$ cat src/rtl/altavoz_pkg.sv
// Shared audio constants and types for the I2S capture/playback blocks.
// Sample width and slot geometry are common to both directions.
package altavoz_pkg;

  localparam int DATA_W     = 18;
  localparam int SLOT_W     = 32;
  localparam int FRAME_BITS = 2 * SLOT_W;
  localparam int BIT_W      = $clog2(FRAME_BITS);

  typedef logic [DATA_W-1:0] sample_t;
  typedef logic [BIT_W-1:0]  bit_idx_t;

  localparam bit_idx_t LAST_BIT  = bit_idx_t'(FRAME_BITS - 1);
  localparam bit_idx_t WS_SET    = bit_idx_t'(SLOT_W - 1);
  localparam bit_idx_t SLOT_BITS = bit_idx_t'(SLOT_W);
  localparam bit_idx_t DATA_BITS = bit_idx_t'(DATA_W);

endpackage

$ cat src/rtl/bclk_gen.sv
// Bit-clock generator: divides clk by 2*CLK_DIV and flags the cycle before
// each bclk edge with one-cycle rise_tk / fall_tk strobes.
module bclk_gen #(
  parameter int CLK_DIV = 8
) (
  input  logic clk,
  input  logic reset,
  input  logic enable,
  output logic bclk,
  output logic rise_tk,
  output logic fall_tk
);

  localparam int CNT_W = (CLK_DIV > 1) ? $clog2(CLK_DIV) : 1;

  logic [CNT_W-1:0] div_cnt;
  logic             tick;

  assign tick    = enable && (div_cnt == CNT_W'(CLK_DIV - 1));
  assign rise_tk = tick && !bclk;
  assign fall_tk = tick && bclk;

  // NOTE: sequential state uses non-blocking assignments so every register
  // samples pre-edge values regardless of statement order.
  always_ff @(posedge clk or negedge reset) begin
    if (!reset) begin
      div_cnt <= '0;
      bclk    <= 1'b0;
    end else if (!enable) begin
      div_cnt <= '0;
      bclk    <= 1'b0;
    end else if (tick) begin
      div_cnt <= '0;
      bclk    <= ~bclk;
    end else begin
      div_cnt <= div_cnt + 1'b1;
    end
  end

endmodule

$ cat src/rtl/altavoz.sv
// Playback-side I2S transmitter: one held sample is duplicated into the left
// and right slots of each 64-bit frame, MSB first, with ws leading by one bit.
module altavoz
  import altavoz_pkg::*;
#(
  parameter int CLK_DIV = 8
) (
  input  logic              clk,
  input  logic              reset,
  input  logic              enable,
  input  logic [DATA_W-1:0] d_in,
  input  logic              valid,
  output logic              ready,
  output logic              d_out,
  output logic              ws,
  output logic              bclk,
  output logic              underrun
);

  logic     rise_tk, fall_tk;
  sample_t  hold_q, frame_q, frame_src, frame_shift;
  logic     full_q, frame_start, accept, d_nxt;
  bit_idx_t bit_cnt, bit_nxt, slot_bit;

  bclk_gen #(.CLK_DIV(CLK_DIV)) u_bclk_gen (
    .clk     (clk),
    .reset   (reset),
    .enable  (enable),
    .bclk    (bclk),
    .rise_tk (rise_tk),
    .fall_tk (fall_tk)
  );

  assign ready = !full_q;

  // NOTE: every always_comb output gets a default first so no path can
  // leave it unassigned and infer a latch.
  always_comb begin
    frame_start = fall_tk && (bit_cnt == LAST_BIT);
    accept      = valid && !full_q;
    bit_nxt     = (bit_cnt == LAST_BIT) ? '0 : bit_cnt + 1'b1;
    slot_bit    = (bit_nxt >= SLOT_BITS) ? bit_nxt - SLOT_BITS : bit_nxt;
    frame_src   = frame_q;
    if (frame_start) begin
      frame_src = full_q ? hold_q : '0;
    end
    frame_shift = frame_src << slot_bit;
    d_nxt       = (slot_bit < DATA_BITS) && frame_shift[DATA_W-1];
  end

  // The holding register is ordinary control state, so it is cleared too:
  // an empty/zeroed holder is what the handshake must present after reset.
  always_ff @(posedge clk or negedge reset) begin
    if (!reset) begin
      hold_q   <= '0;
      full_q   <= 1'b0;
      frame_q  <= '0;
      bit_cnt  <= LAST_BIT;
      ws       <= 1'b0;
      d_out    <= 1'b0;
      underrun <= 1'b0;
    end else begin
      underrun <= frame_start && !full_q;

      if (accept) begin
        hold_q <= d_in;
        full_q <= 1'b1;
      end else if (frame_start) begin
        full_q <= 1'b0;
      end

      if (frame_start) begin
        frame_q <= frame_src;
      end

      // Parking bit_cnt on the last bit makes the next fall_tk a frame start.
      if (!enable) begin
        bit_cnt <= LAST_BIT;
        ws      <= 1'b0;
        d_out   <= 1'b0;
      end else if (fall_tk) begin
        bit_cnt <= bit_nxt;
        d_out   <= d_nxt;
        if (bit_nxt == WS_SET) begin
          ws <= 1'b1;
        end else if (bit_nxt == LAST_BIT) begin
          ws <= 1'b0;
        end
      end
    end
  end

  a_strobes_exclusive : assert property (
    @(posedge clk) disable iff (!reset) !(rise_tk && fall_tk)
  );

endmodule

$ cat config.mk
export PLATFORM = sky130hd
export DESIGN_NAME = altavoz
export DESIGN_NICKNAME = d
export VERILOG_FILES = /design/src/rtl/altavoz_pkg.sv /design/src/rtl/bclk_gen.sv /design/src/rtl/altavoz.sv
export SDC_FILE = /design/constraint.sdc
export NUM_CORES = 1
export LEC_CHECK = 0
export ABC_AREA = 1
export BUFFER_PORTS_ARGS = -buffer_cell sky130_fd_sc_hd__buf_2
export CAP_MARGIN = 15
export CORE_MARGIN = 5
export CORE_UTILIZATION = 40
export DETAILED_ROUTE_END_ITERATION = 10
export SYNTH_ARGS = -nofsm -noshare
export SYNTH_HDL_FRONTEND = slang
export SYNTH_SLANG_ARGS = --single-unit
$ cat constraint.sdc
create_clock -name clk -period 2.85 [get_ports clk]
set_clock_uncertainty 0.1 [all_clocks]
set_input_delay 0.1425 -clock clk [delete_from_list [all_inputs] [get_ports clk]]
set_output_delay 0.1425 -clock clk [all_outputs]
set_load 0.05 [all_outputs]
## Word level (Yosys, flattened, before mapping)

Cells that the tools add are included.

- Register bits: 50
- Input port bits: 22
- Output and inout port bits: 5
- Word-level logic and storage cells: 50

- Add/sub/neg operators: 3
- $lt $le $gt $ge: 2
- Equality and inequality tests: 7
- Shift-type cells: 1
- Multiplexer cells: 18
- Bitwise logic cells: 1
- Reductions and logical operators: 9

Operators with widths:

| kind | count |
|---|---|
| 18-bit 2-to-1 mux | 2 |
| 6-bit 2-to-1 mux | 4 |
| 18-bit by 6-bit left shift with 18-bit output | 1 |
| 6-bit == test, second input constant | 2 |
| 1-bit 2-to-1 mux | 10 |
| 6-bit by 1-bit adder with 6-bit output, second input constant | 1 |
| 6-bit by 5-bit == test with 1-bit output, second input constant | 1 |
| 6-bit >= comparator, second input constant | 1 |
| 1-bit logical AND | 6 |
| 6-bit by 5-bit < comparator with 1-bit output, second input constant | 1 |
| 3-bit 2-to-1 mux | 2 |
| 6-bit subtractor, second input constant | 1 |
| 2-bit by 1-bit inequality test with 1-bit output, second input constant | 2 |
| 3-bit by 1-bit adder with 3-bit output, second input constant | 1 |
| 3-bit == test, second input constant | 1 |
| 3-bit by 1-bit inequality test with 1-bit output, second input constant | 1 |
| 2-bit AND reduction | 1 |
| 2-bit nonzero test | 1 |
| 1-bit logical NOT | 1 |
| 1-bit NOT | 1 |

## Logic depth before layout (Yosys ltp)

Gate-level depths: netlist (run 1).

- Depth after elaboration: 9
- Mapped depth: 13

## By module

From an unflattened synthesis (run 1), not the netlist that was laid out.

- Cell total of the unflattened synthesis: 288
- Area total of the unflattened synthesis: 2546.2 um2

Modules (own cells, without submodules):

| module | instances | cells each | area an instance (um2) | sequential area each (um2) |
|---|---|---|---|---|
| altavoz | 1 | 268 | 2366.0 | 1158.6 |
| bclk_gen | 1 | 20 | 180.2 | 100.1 |

## Worst setup path before layout (run 1)

OpenSTA, ideal clock, no wires.

- Kind: reg2reg
- Start: reg u_bclk_gen.bclk
- End: reg d_out
- Setup time: 117 ps
- Arrival time: 1675 ps
- Data required time: 2633 ps
- Slack: 958 ps
- Cell stages (with the launch flop): 11
- Period minus slack after synthesis: 1892 ps
- Path through: dfrtp_1 -> inv_1 -> nor2_4 -> buf_2 -> nand3_1 -> nand3_1 -> nand3_1 -> nand3_1 -> nand3_1 -> nand3_1 -> nand2_1

- Word-level cells in the longest chain between the ends: 7
- Elaborated cells on any way between the ends: 8
- Those cells by class: 1 x eq/ne; 1 x shift; 3 x mux; 3 x reduce/logical

RTL lines:

| what | line | source |
|---|---|---|
| start, declared | bclk_gen.sv:9 | `output logic bclk,` |
| start signal, assigned | bclk_gen.sv:34 | `bclk <= ~bclk;` |
| 1-bit logical AND (*) | bclk_gen.sv:21 | `assign fall_tk = tick && bclk;` |
| 1-bit logical AND | altavoz.sv:39 | `frame_start = fall_tk && (bit_cnt == LAST_BIT);` |
| 18-bit 2-to-1 mux | altavoz.sv:44 | `if (frame_start) begin` |
| 18-bit by 6-bit left shift with 18-bit output | altavoz.sv:47 | `frame_shift = frame_src << slot_bit;` |
| 1-bit logical AND | altavoz.sv:48 | `d_nxt = (slot_bit < DATA_BITS) && frame_shift[DATA_W-1];` |
| 1-bit 2-to-1 mux | altavoz.sv:81 | `end else if (fall_tk) begin` |
| 1-bit 2-to-1 mux | altavoz.sv:77 | `if (!enable) begin` |
| end signal, assigned | altavoz.sv:83 | `d_out <= d_nxt;` |
| end, declared | altavoz.sv:14 | `output logic d_out,` |

Mark *: on every way between the ends. The rest lies on a longest branch, timed or not. The select of a mux whose other input is x is not followed.
A chain may end at the register's enable or synchronous reset.

## Worst setup path after layout (run 1)

- Start: reg u_bclk_gen.div_cnt[0]
- End: reg d_out

- Word-level cells in the longest chain between the ends: 9
- Elaborated cells on any way between the ends: 10
- Those cells by class: 2 x eq/ne; 1 x shift; 3 x mux; 4 x reduce/logical

RTL lines:

| what | line | source |
|---|---|---|
| start, declared | bclk_gen.sv:16 | `logic [CNT_W-1:0] div_cnt;` |
| start signal, assigned | bclk_gen.sv:36 | `div_cnt <= div_cnt + 1'b1;` |
| 3-bit == test (*) | bclk_gen.sv:19 | `assign tick = enable && (div_cnt == CNT_W'(CLK_DIV - 1));` |
| 1-bit logical AND (*) | bclk_gen.sv:19 |  |
| 1-bit logical AND (*) | bclk_gen.sv:21 |  |
| 1-bit logical AND | altavoz.sv:39 |  |
| 18-bit 2-to-1 mux | altavoz.sv:44 |  |
| 18-bit by 6-bit left shift with 18-bit output | altavoz.sv:47 |  |
| 1-bit logical AND | altavoz.sv:48 |  |
| 1-bit 2-to-1 mux | altavoz.sv:81 |  |
| 1-bit 2-to-1 mux | altavoz.sv:77 |  |

Marks and branches as above.

==> results of run 1 <==
cells in the final DEF, fill, tap and decap left out, drive strengths merged, types with 6 or more instances in the layout:
master       instances
nand2               60
o21ai               14
nor2                 9
inv                 44
mux2                18
nand3               44
clkbuf               6
buf                 29
dlygate4sd3         20
dfstp                6
dfrtp               44
cells by family after synthesis:
| kind of cell | count (synthesis) |
|---|---|
| buffers and inverters | 52 |
| adders and majority gates | 4 |
| muxes | 18 |
| DFF | 50 |
| xor gates and xnor gates | 2 |
| and+or+nand+nor | 119 |
| AOI/OAI and AO/OA | 22 |
sequential cells by signal (all words and copies together) (netlist names):
register,count
frame_q,18
hold_q,18
bit_cnt,6
u_bclk_gen.div_cnt,3
d_out,1
full_q,1
u_bclk_gen.bclk,1
underrun,1
ws,1
metal layers:
layer / routed length [microns] / share of wire [%] / up-vias
met3: 185 / 3.9 / 7
met5: 0 / 0 / -
met4: 78 / 1.7 / 0
met1: 2327 / 50 / 833
li1: - / - / 950
met2: 2096 / 45 / 31
stage by stage:
stage	util (%)	area, sq um	hold slack (ns)	worst slack, ns
2_1_floorplan	-	2434	-0.2531	0.9577
3_3_place_gp	44.23	2619	0.2744	0.7045
3_5_place_dp	44.23	2619	0.2778	0.6349
4_1_cts	49.28	2918	0.3334	0.6177
5_1_grt	49.62	2938	0.1349	0.2664
6_report	49.62	2938	0.1280	0.6370
worst max path at each step:
| stage | end | depth (start not counted) | start |
|---|---|---|---|
| after floorplan | d_out$_DFFE_PN0P_ | 10 | u_bclk_gen.bclk$_DFFE_PN0P_ |
| after global placement | d_out$_DFFE_PN0P_ | 12 | u_bclk_gen.div_cnt[0]$_DFF_PN0_ |
| after detailed placement | d_out$_DFFE_PN0P_ | 12 | u_bclk_gen.div_cnt[0]$_DFF_PN0_ |
| after CTS | d_out$_DFFE_PN0P_ | 12 | u_bclk_gen.div_cnt[0]$_DFF_PN0_ |
| after global routing | d_out$_DFFE_PN0P_ | 12 | u_bclk_gen.div_cnt[0]$_DFF_PN0_ |
| final | d_out$_DFFE_PN0P_ | 12 | u_bclk_gen.div_cnt[0]$_DFF_PN0_ |
power by group through the flow:
stage / Sequential (W) / Combinational [W] / Clock [W]
CTS: 0.000721 / 0.0000682 / 0.000461
global placement: 0.000734 / 0.0000469 / 0
finish: 0.000720 / 0.0000700 / 0.000445
floorplan: 0.000734 / 0.0000140 / 0
detailed placement: 0.000734 / 0.0000477 / 0
global route: 0.000722 / 0.0000807 / 0.000492
repair_timing:
| action | in CTS | in global routing |
|---|---|---|
| endpoints found under the hold margin | 63 | 0 |
| hold buffers | 20 | 0 |
| resized for setup | 0 | 0 |
layout make-up:
class	instances	area [sq um]	share of cell area, %
flip-flops and latches	50	1259	42.85
multi-input cells	165	957.2	32.58
repair buffers	49	365.4	12.44
inverters	43	163.9	5.579
well taps	75	93.84	3.194
clock buffers	6	82.58	2.811
clock inverters	2	16.27	0.5537
==> run summary, run 1 <==
status: completed
count leader, synth: nand2_1
sequential share of power: 58.3%
I/O Pins: 27
WS Path Type: reg2reg
crit-path leading delay family: simple AND/OR/NAND/NOR gates
total power: 0.001235 W
fin nets: 340
Num CTS Buffers: 5
met1 Use GR: 17.62%
CP bufs+invs: 2
CTS tree: done
xor/xnor share of the synthesized area: 0.7198%
switch share: 22.56%
syn avg cell area: 9.115 sq um
via count: 1821
max_cap viols: 0
Non-Filler Instances: 390
first-pass GRT wire length: 8424 microns
DRT Pass-1 Iters: 4
multiplexer area fraction after synthesis: 8.329%
Worst slew margin: 50.12%
reg2reg path depth: 12
reg-to-reg critical path startpoint: u_bclk_gen.div_cnt[0]$_DFF_PN0_
gr ovfl total: 0
met2 Usage GRT: 23.42%
Power Internal: 0.0009565 W
synth top area cells: dfrtp_1 (45%), nand2_1 (8.9%), nand3_1 (8.8%), mux2_2 (8.3%), dfstp_2 (6.5%)
cell area power density: 420.4 mW/mm^2
Crit Reg-Reg Endpoint: d_out$_DFFE_PN0P_
setup_tns: 0 ns
Simple-Gate Fraction of Synth Area: 23.03%
sequential fraction of the synthesis area: 51.72%
Worst Path Arrival: 2.36 ns
initial core utilization: 41.10%
initial antenna violation count: 0
final hold vios: 0
synthesized area: 0.002434 sq mm
post-synthesis compound-gate area fraction: 5.193%
required time worst endpoint: 3.00 ns
Worst Tran Pin Value: 0.7463 ns
period utilization: 77.65%
type of element capturing the critical path: register
Yosys top cell area share: 45.24%
H-tree Lvls: 2
post-route ant nets: 0
Die H: 88 microns
Final setup viols: 0
share of post-route cells with drive strength above 1: 21.90%
root buffer cell: clkbuf_8
Logic pwr share: 5.7%
adder-cell share of the synthesized area: 2.057%
row count: 28
deepest clock path buffer count: 2
fillcell total: 577
CP peak stage delay: 0.35 ns
leakage power: 1.607 nW
asr flop ratio synth: 100.0%
Yosys cell types: 30
clock transition at the registers of the reported paths: 0.10 ns
Core Box Area: 0.005921 sq mm
Total Routing Usage GR: 13.82%
worst vdd ir: 0.2556 mV
largest net degree at the start of global routing: 49
# diodes: 0
P&R area growth vs syn: 20.72%
clock sink count: 50
dominant synthesized flop cell: dfrtp_1
switching pwr: 0.0002786 W
largest family of logic cells by synthesized area: simple AND/OR/NAND/NOR gates
dpl cells: 361
startpoint types: register
worst min path class: in2async
detailed router's first-iteration violation count: 57
PortBufs: 26
fmax: 451.9 MHz
die extent in x: 88 microns
Clock Power Share: 36.0%
Worst path slowest cell: dfrtp_1
post-synthesis cell count: 267
post-synth top area cell: dfrtp_1
met3 Resource Use GR: 2.822%
Slew Limit Fails: 0
postcts setup bufs: 0
busiest grt layer: met2
Max FO, Critical Path: 20
Tmin final: 2.213 ns
DP Wirelength: 3271 microns
RePlAce Congestion: 0.8333
#FFs+latches synth: 50
drt total wl: 4687 microns
Post-synth EDFFs: 0
vias in the first global route: 1902
Routed WL per cell: 12.02 microns
synth cell count leaders: nand2_1 (58), dfrtp_1 (44), nand3_1 (43), inv_1 (41), mux2_2 (18)
Die Area: 0.007744 sq mm
synth warn: 0
Worst-Skew Late Latency: 0.30 ns
worst path cell trace: ha_1 -> ha_1 -> nand2_1 -> nor2_4 -> nand2_4 -> inv_2 -> nand3_1 -> o211ai_1 -> o211ai_1 -> nand2_1 -> inv_1 -> nand2_1
setup slack, reg-to-reg: 0.64 ns
drt drc: 0
Syn Nets: 293
cell mode on critical path: nand2_1
RSZ-0062 raised after global routing: false
Via density: 4.669
Note: power is estimated with default switching activity, not from simulation.
==> run 2, diff against run 1 <==
Clock period 2.85 ns to 1.79 ns, I/O delays scaled along.
==> run 2 against run 1 <==
Effect of this change:
- the run now ends with negative setup slack left
- first-iteration DRC count rose to 2.6 times the previous value
- total power rose by 61%
- via count rose by 14%
- highest routed layer unchanged
- routed wire length rose by 28%
==> run summary, run 2 (synthesis results as in run 1) <==
Final WS setup: -0.1701 ns (-0.8071 ns)
Worst Tran Pin Value: 0.2746 ns (-0.4717 ns)
Max FO, Critical Path: 6 (-70%)
root buffer cell: clkbuf_8
detailed router's first-iteration violation count: 148 (+160%)
commonest non-fill, non-tap cell in the layout: dfrtp_1
# diodes: 0 (unchanged)
startpoint types: register
RePlAce Congestion: 0.8651 (+3.8%)
leakage power: 1.946 nW (+21%)
largest net degree at the start of global routing: 51 (+4.1%)
DP Wirelength: 3571 microns (+9.2%)
Largest regs: frame_q (18), hold_q (18), bit_cnt (6)
status: complete, but fails checks
type of element capturing the critical path: register
cell area power density: 539.7 mW/mm^2 (+28%)
H-tree Lvls: 2 (unchanged)
RSZ-0062 raised after global routing: true
first-pass GRT wire length: 9135 microns (+8.4%)
Total Routing Usage GR: 15.19% (+1.4 points)
Core Box Area: 0.005921 sq mm (unchanged)
Routed WL per cell: 13.82 microns (+15%)
PortBufs: 26 (unchanged)
post-route ant nets: 0 (unchanged)
drt drc: 0 (unchanged)
I/O Pins: 27 (unchanged)
required time worst endpoint: 1.95 ns (-1.05 ns)
CTS tree: done
Worst path slowest cell: dfstp_2
worst min path class: in2reg
DP Area: 0.002900 sq mm (+11%)
CP peak stage delay: 0.57 ns (+0.22 ns)
Slew Limit Fails: 0 (unchanged)
commonest cells after routing, fill and taps aside: dfrtp_1 (43), nand2_1 (42), inv_1 (40)
Num CTS Buffers: 5 (unchanged)
Worst-Skew Late Latency: 0.31 ns (about the same)
deepest clock path buffer count: 2 (unchanged)
cell mode on critical path: nand3_2
worst vdd ir: 0.3918 mV (+53%)
die extent in x: 88 microns (unchanged)
fin nets: 384 (+13%)
clock transition at the registers of the reported paths: 0.09 ns (about the same)
period utilization: 109.5% (+32 points)
share of post-route cells with drive strength above 1: 47.63% (+26 points)
P&R area growth vs syn: 51.47%
via count: 2085 (+14%)
fillcell total: 487 (-16%)
Worst Path Arrival: 2.12 ns (-0.24 ns)
initial antenna violation count: 0 (unchanged)
setup_tns: -0.8290 ns (-0.8290 ns)
WS Path Type: reg2reg
Tmin final: 1.960 ns (-0.2529 ns)
drt total wl: 5997 microns (+28%)
Die H: 88 microns (unchanged)
DRT Pass-1 Iters: 4 (unchanged)
Final setup viols: 11 (+11)
initial core utilization: 41.10% (unchanged)
Die Area: 0.007744 sq mm (unchanged)
final hold vios: 0 (unchanged)
vias in the first global route: 1933 (+1.6%)
fmax: 510.2 MHz (+13%)
design area: 0.003686 sq mm (+25%)
failing checks: negative setup slack
clock sink count: 50 (unchanged)
worst path cell trace: ha_4 -> nand3_4 -> nor2_8 -> buf_6 -> nand2_8 -> nand2_4 -> nand3_2 -> nand2_1 -> nand3_1 -> nand3_2 -> nand3_2 -> nand2_1
Worst slew margin: 81.69% (+32 points)
hold_ws: 0.09607 ns (-0.03194 ns)
Via density: 4.804 (+2.9%)
row count: 28 (unchanged)
gr ovfl total: 0 (unchanged)
max_cap viols: 0 (unchanged)
[run 2: cell count changes in the layout (fill, tap and decap cells not counted), moves of 8 or more]
cell     change
nand2_2      +8
o21ai_0     -11
nand2_1     -16
nand3_2     +23
buf_4       +34
nand3_1     -27
[run 2: critical path, delay by kind of cell, from the launching register on]
kind | cells | cell delay [ns]
buf+inv | 1 | 0.14
flops | 1 | 0.57
simple gates | 10 | 0.93
fa+ha+maj | 1 | 0.15
[run 2: through the flow]
step	power [W]	setup WS, ns	cells	util, %
after floorplan	0.001190	-0.04955	267	-
after global placement	0.001249	-0.1108	395	48.99
after detailed placement	0.001251	-0.1121	395	48.99
after CTS	0.002000	-0.06517	424	55.26
after global routing	0.002078	-0.2547	434	62.26
final	0.001990	-0.1701	434	62.26
[run 2: layout make-up]
| type | instances | area [sq um] | area share, % |
|---|---|---|---|
| timing repair buffer | 92 | 755.7 | 20.50 |
| tap | 75 | 93.84 | 2.546 |
| multi-input combinational | 166 | 1306 | 35.44 |
| sequential | 50 | 1260 | 34.18 |
| clock inverter | 2 | 16.27 | 0.4413 |
| clock buffer | 6 | 82.58 | 2.240 |
| inverter | 43 | 171.4 | 4.650 |
[run 2: path summary, 6_finish.rpt]
path	startpoint	endpoint	slack [ns]	cells after the start
min in group asynchronous	reset	u_bclk_gen.div_cnt[1]$_DFF_PN0_	0.19	3
hold / removal	enable	u_bclk_gen.div_cnt[2]$_DFF_PN0_	0.1	3
setup / recovery	bit_cnt[0]$_DFFE_PN1P_	d_out$_DFFE_PN0P_	-0.17	12
setup reg to reg	bit_cnt[0]$_DFFE_PN1P_	d_out$_DFFE_PN0P_	-0.17	12
max in group asynchronous	reset	bit_cnt[3]$_DFFE_PN1P_	1.11	3
hold reg to reg	u_bclk_gen.div_cnt[0]$_DFF_PN0_	u_bclk_gen.div_cnt[0]$_DFF_PN0_	0.37	1
[run 2: metal layers]
layer | global-route usage (%) | part of all wire [%] | vias up
met2 | 24.73 | 51 | 31
met5 | 0 | 0 | -
met3 | 3.387 | 3.3 | 7
met4 | 5.021 | 1.4 | 0
met1 | 20.09 | 44 | 1002
li1 | - | - | 1045
[run 2: where the power goes]
group / internal (W) / leakage [nW] / switching, W
Combinational: 0.0000682 / 1.28 / 0.0000537
Sequential: 0.00114 / 0.621 / 0.00000690
Clock: 0.000319 / 0.0478 / 0.000400
Total: 0.00153 / 1.95 / 0.000461
[run 2: timing repair]
action                                 4_1_cts  5_1_grt
hold buffers                                20        0
pin swaps                                    7       29
endpoints found under the hold margin       70        0
gates resized for setup                     15       91
buffers inserted                             1       10
setup endpoints to repair                   10       15
cloned                                       0        1
==> run 3, diff against run 2 <==
Settings changed: BUFFER_PORTS_ARGS -buffer_cell sky130_fd_sc_hd__buf_2 to unset, DONT_BUFFER_PORTS set to 1.
==> run 3 against run 2 <==
Effect of this change:
- the run still ends with negative setup slack left
- die area unchanged
- maximum frequency increased by 4.5%
- hold slack got worse by 0.030 ns
- final area decreased by 11%
- largest cell class is now registers
- first-iteration DRC count decreased by 28%
- clock power increased by 16%
- via count decreased by 6.4%
- flip-flop and latch count unchanged
- count of clock-buffer cells in the layout decreased by 1
- sequential power about the same
- highest routed layer unchanged
- routed wire length decreased by 11%
==> run summary, run 3 (synthesis results as in run 1) <==
required time worst endpoint: 1.90 ns (-0.05 ns)
clock sink count: 50 (unchanged)
Worst-Skew Late Latency: 0.31 ns (about the same)
worst min path class: in2reg
period utilization: 104.7% (-4.8 points)
Slew Limit Fails: 0 (unchanged)
drt drc: 0 (unchanged)
initial antenna violation count: 0 (unchanged)
cell area power density: 631.0 mW/mm^2 (+17%)
via count: 1952 (-6.4%)
CP peak stage delay: 0.40 ns (-0.17 ns)
# diodes: 0 (unchanged)
Total Routing Usage GR: 15.32% (+0.13 points)
P&R area growth vs syn: 35.53%
type of element capturing the critical path: register
Max FO, Critical Path: 12 (+6)
Num CTS Buffers: 5 (unchanged)
post-route ant nets: 0 (unchanged)
H-tree Lvls: 2 (unchanged)
I/O Pins: 27 (unchanged)
sequential standard cell area: 0.001260 sq mm (unchanged)
initial core utilization: 41.10% (unchanged)
met2 Usage GRT: 25.27% (+0.55 points)
Largest regs: frame_q (18), hold_q (18), bit_cnt (6)
max_cap viols: 0 (unchanged)
Final WS setup: -0.08488 ns (+0.08517 ns)
DRT Pass-1 Iters: 4 (unchanged)
CTS tree: done
WS Path Type: reg2reg
RePlAce Congestion: 0.8933 (+3.3%)
design area: 0.003298 sq mm (-11%)
Worst slew margin: 68.42% (-13 points)
DP Wirelength: 3670 microns (+2.8%)
deepest clock path buffer count: 2 (unchanged)
Routed WL per cell: 13.17 microns (-4.7%)
Core Box Area: 0.005921 sq mm (unchanged)
Worst path slowest cell: dfrtp_1
RSZ-0062 raised after global routing: true
DP Area: 0.002815 sq mm (-2.9%)
worst vdd ir: 0.5261 mV (+34%)
share of post-route cells with drive strength above 1: 32.33% (-15 points)
detailed router's first-iteration violation count: 106 (-28%)
root buffer cell: clkbuf_8
startpoint types: register
PortBufs: 0 (-100%)
fin nets: 356 (-7.3%)
gr ovfl total: 0 (unchanged)
commonest non-fill, non-tap cell in the layout: nand2_1
fmax: 533.4 MHz (+4.5%)
Die Area: 0.007744 sq mm (unchanged)
Worst Tran Pin Value: 0.4737 ns (+0.1991 ns)
vias in the first global route: 1972 (+2.0%)
met3 Resource Use GR: 4.516% (+1.1 points)
leakage power: 1.749 nW (-10%)
status: complete, but fails checks
cell mode on critical path: nand3_1
row count: 28 (unchanged)
drt total wl: 5349 microns (-11%)
final hold vios: 0 (unchanged)
clock transition at the registers of the reported paths: 0.10 ns (about the same)
Die H: 88 microns (unchanged)
Via density: 4.808 (about the same)
largest net degree at the start of global routing: 51 (unchanged)
Final setup viols: 2 (-9)
Tmin final: 1.875 ns (-0.08517 ns)
post-layout util: 55.71% (-6.6 points)
failing checks: negative setup slack
die extent in x: 88 microns (unchanged)
commonest cells after routing, fill and taps aside: nand2_1 (55), dfrtp_1 (43), inv_1 (40), buf_4 (40), nand3_1 (33)
met1 Use GR: 19.90% (-0.19 points)
fillcell total: 537 (+10%)
first-pass GRT wire length: 9225 microns (+0.99%)
worst path cell trace: ha_2 -> ha_2 -> nand2_2 -> nor2_4 -> buf_12 -> nand2_8 -> nand2_1 -> nand3_1 -> nand3_1 -> nand3_1 -> nand3_1 -> nand3_1 -> nand2_1
Worst Path Arrival: 1.98 ns (-0.14 ns)
busiest grt layer: met2
Multi-input gate area: 0.001074 sq mm (-18%)
[run 3: area by class of cell]
cell class / count / area share [%]
inverters: 43 / 5.121
well taps: 75 / 2.845
multi-input cells: 165 / 32.55
flip-flops and latches: 50 / 38.20
repair buffers: 65 / 17.75
clock inverters: 3 / 1.442
clock buffers: 5 / 2.086
[run 3: metal layers]
metal	share of wire [%]	vias up
li1	-	983
met1	47	925
met2	47	35
met3	4.1	9
met4	0.97	0
met5	0	-
[run 3: power breakdown]
part,leakage [nW],switching (W),internal (W)
sequential,0.621,0.00000639,0.00114
combinational,1.07,0.0000453,0.0000506
clock,0.0587,0.000413,0.000424
[run 3: worst max-delay path, delay by kind of cell (launching register included)]
family / cells / cell delay (ns)
DFF: 1 / 0.40
buffers and inverters: 1 / 0.14
and+or+nand+nor: 10 / 0.76
adders and majority gates: 2 / 0.36
[run 3: worst paths after layout]
| kind | startpoint | endpoint | slack [ns] | depth (start not counted) |
|---|---|---|---|---|
| worst max-delay path | u_bclk_gen.div_cnt[0]$_DFF_PN0_ | d_out$_DFFE_PN0P_ | -0.08 | 13 |
| worst min-delay path | valid | full_q$_DFFE_PN0P_ | 0.07 | 3 |
| worst max register to register | u_bclk_gen.div_cnt[0]$_DFF_PN0_ | d_out$_DFFE_PN0P_ | -0.08 | 13 |
| worst min register to register | u_bclk_gen.div_cnt[0]$_DFF_PN0_ | u_bclk_gen.div_cnt[0]$_DFF_PN0_ | 0.35 | 1 |
| max in group asynchronous | reset | bit_cnt[3]$_DFFE_PN1P_ | 1.10 | 2 |
| min in group asynchronous | reset | underrun$_DFF_PN0_ | 0.22 | 2 |
[run 3: timing repair]
action                                 CTS  global route
endpoints found under the hold margin   72             0
setup endpoints to repair               16            16
gates resized for setup                 25             7
pin swaps                               12             0
buffers inserted                         2             0
hold buffers                            21             0
[run 3: per-stage QoR]
stage	hold slack, ns	total power [W]	instances	setup TNS, ns	setup slack [ns]
final	0.06632	0.002081	406	-0.1417	-0.08488
after floorplan	-0.3061	0.001190	267	-0.04955	-0.04955
after detailed placement	-0.3042	0.001200	375	-1.356	-0.1950
after CTS	0.05160	0.002099	406	-0.1430	-0.08223
after global placement	-0.3047	0.001197	375	-0.6370	-0.1667
after global routing	0.1019	0.002160	406	-0.9250	-0.2293
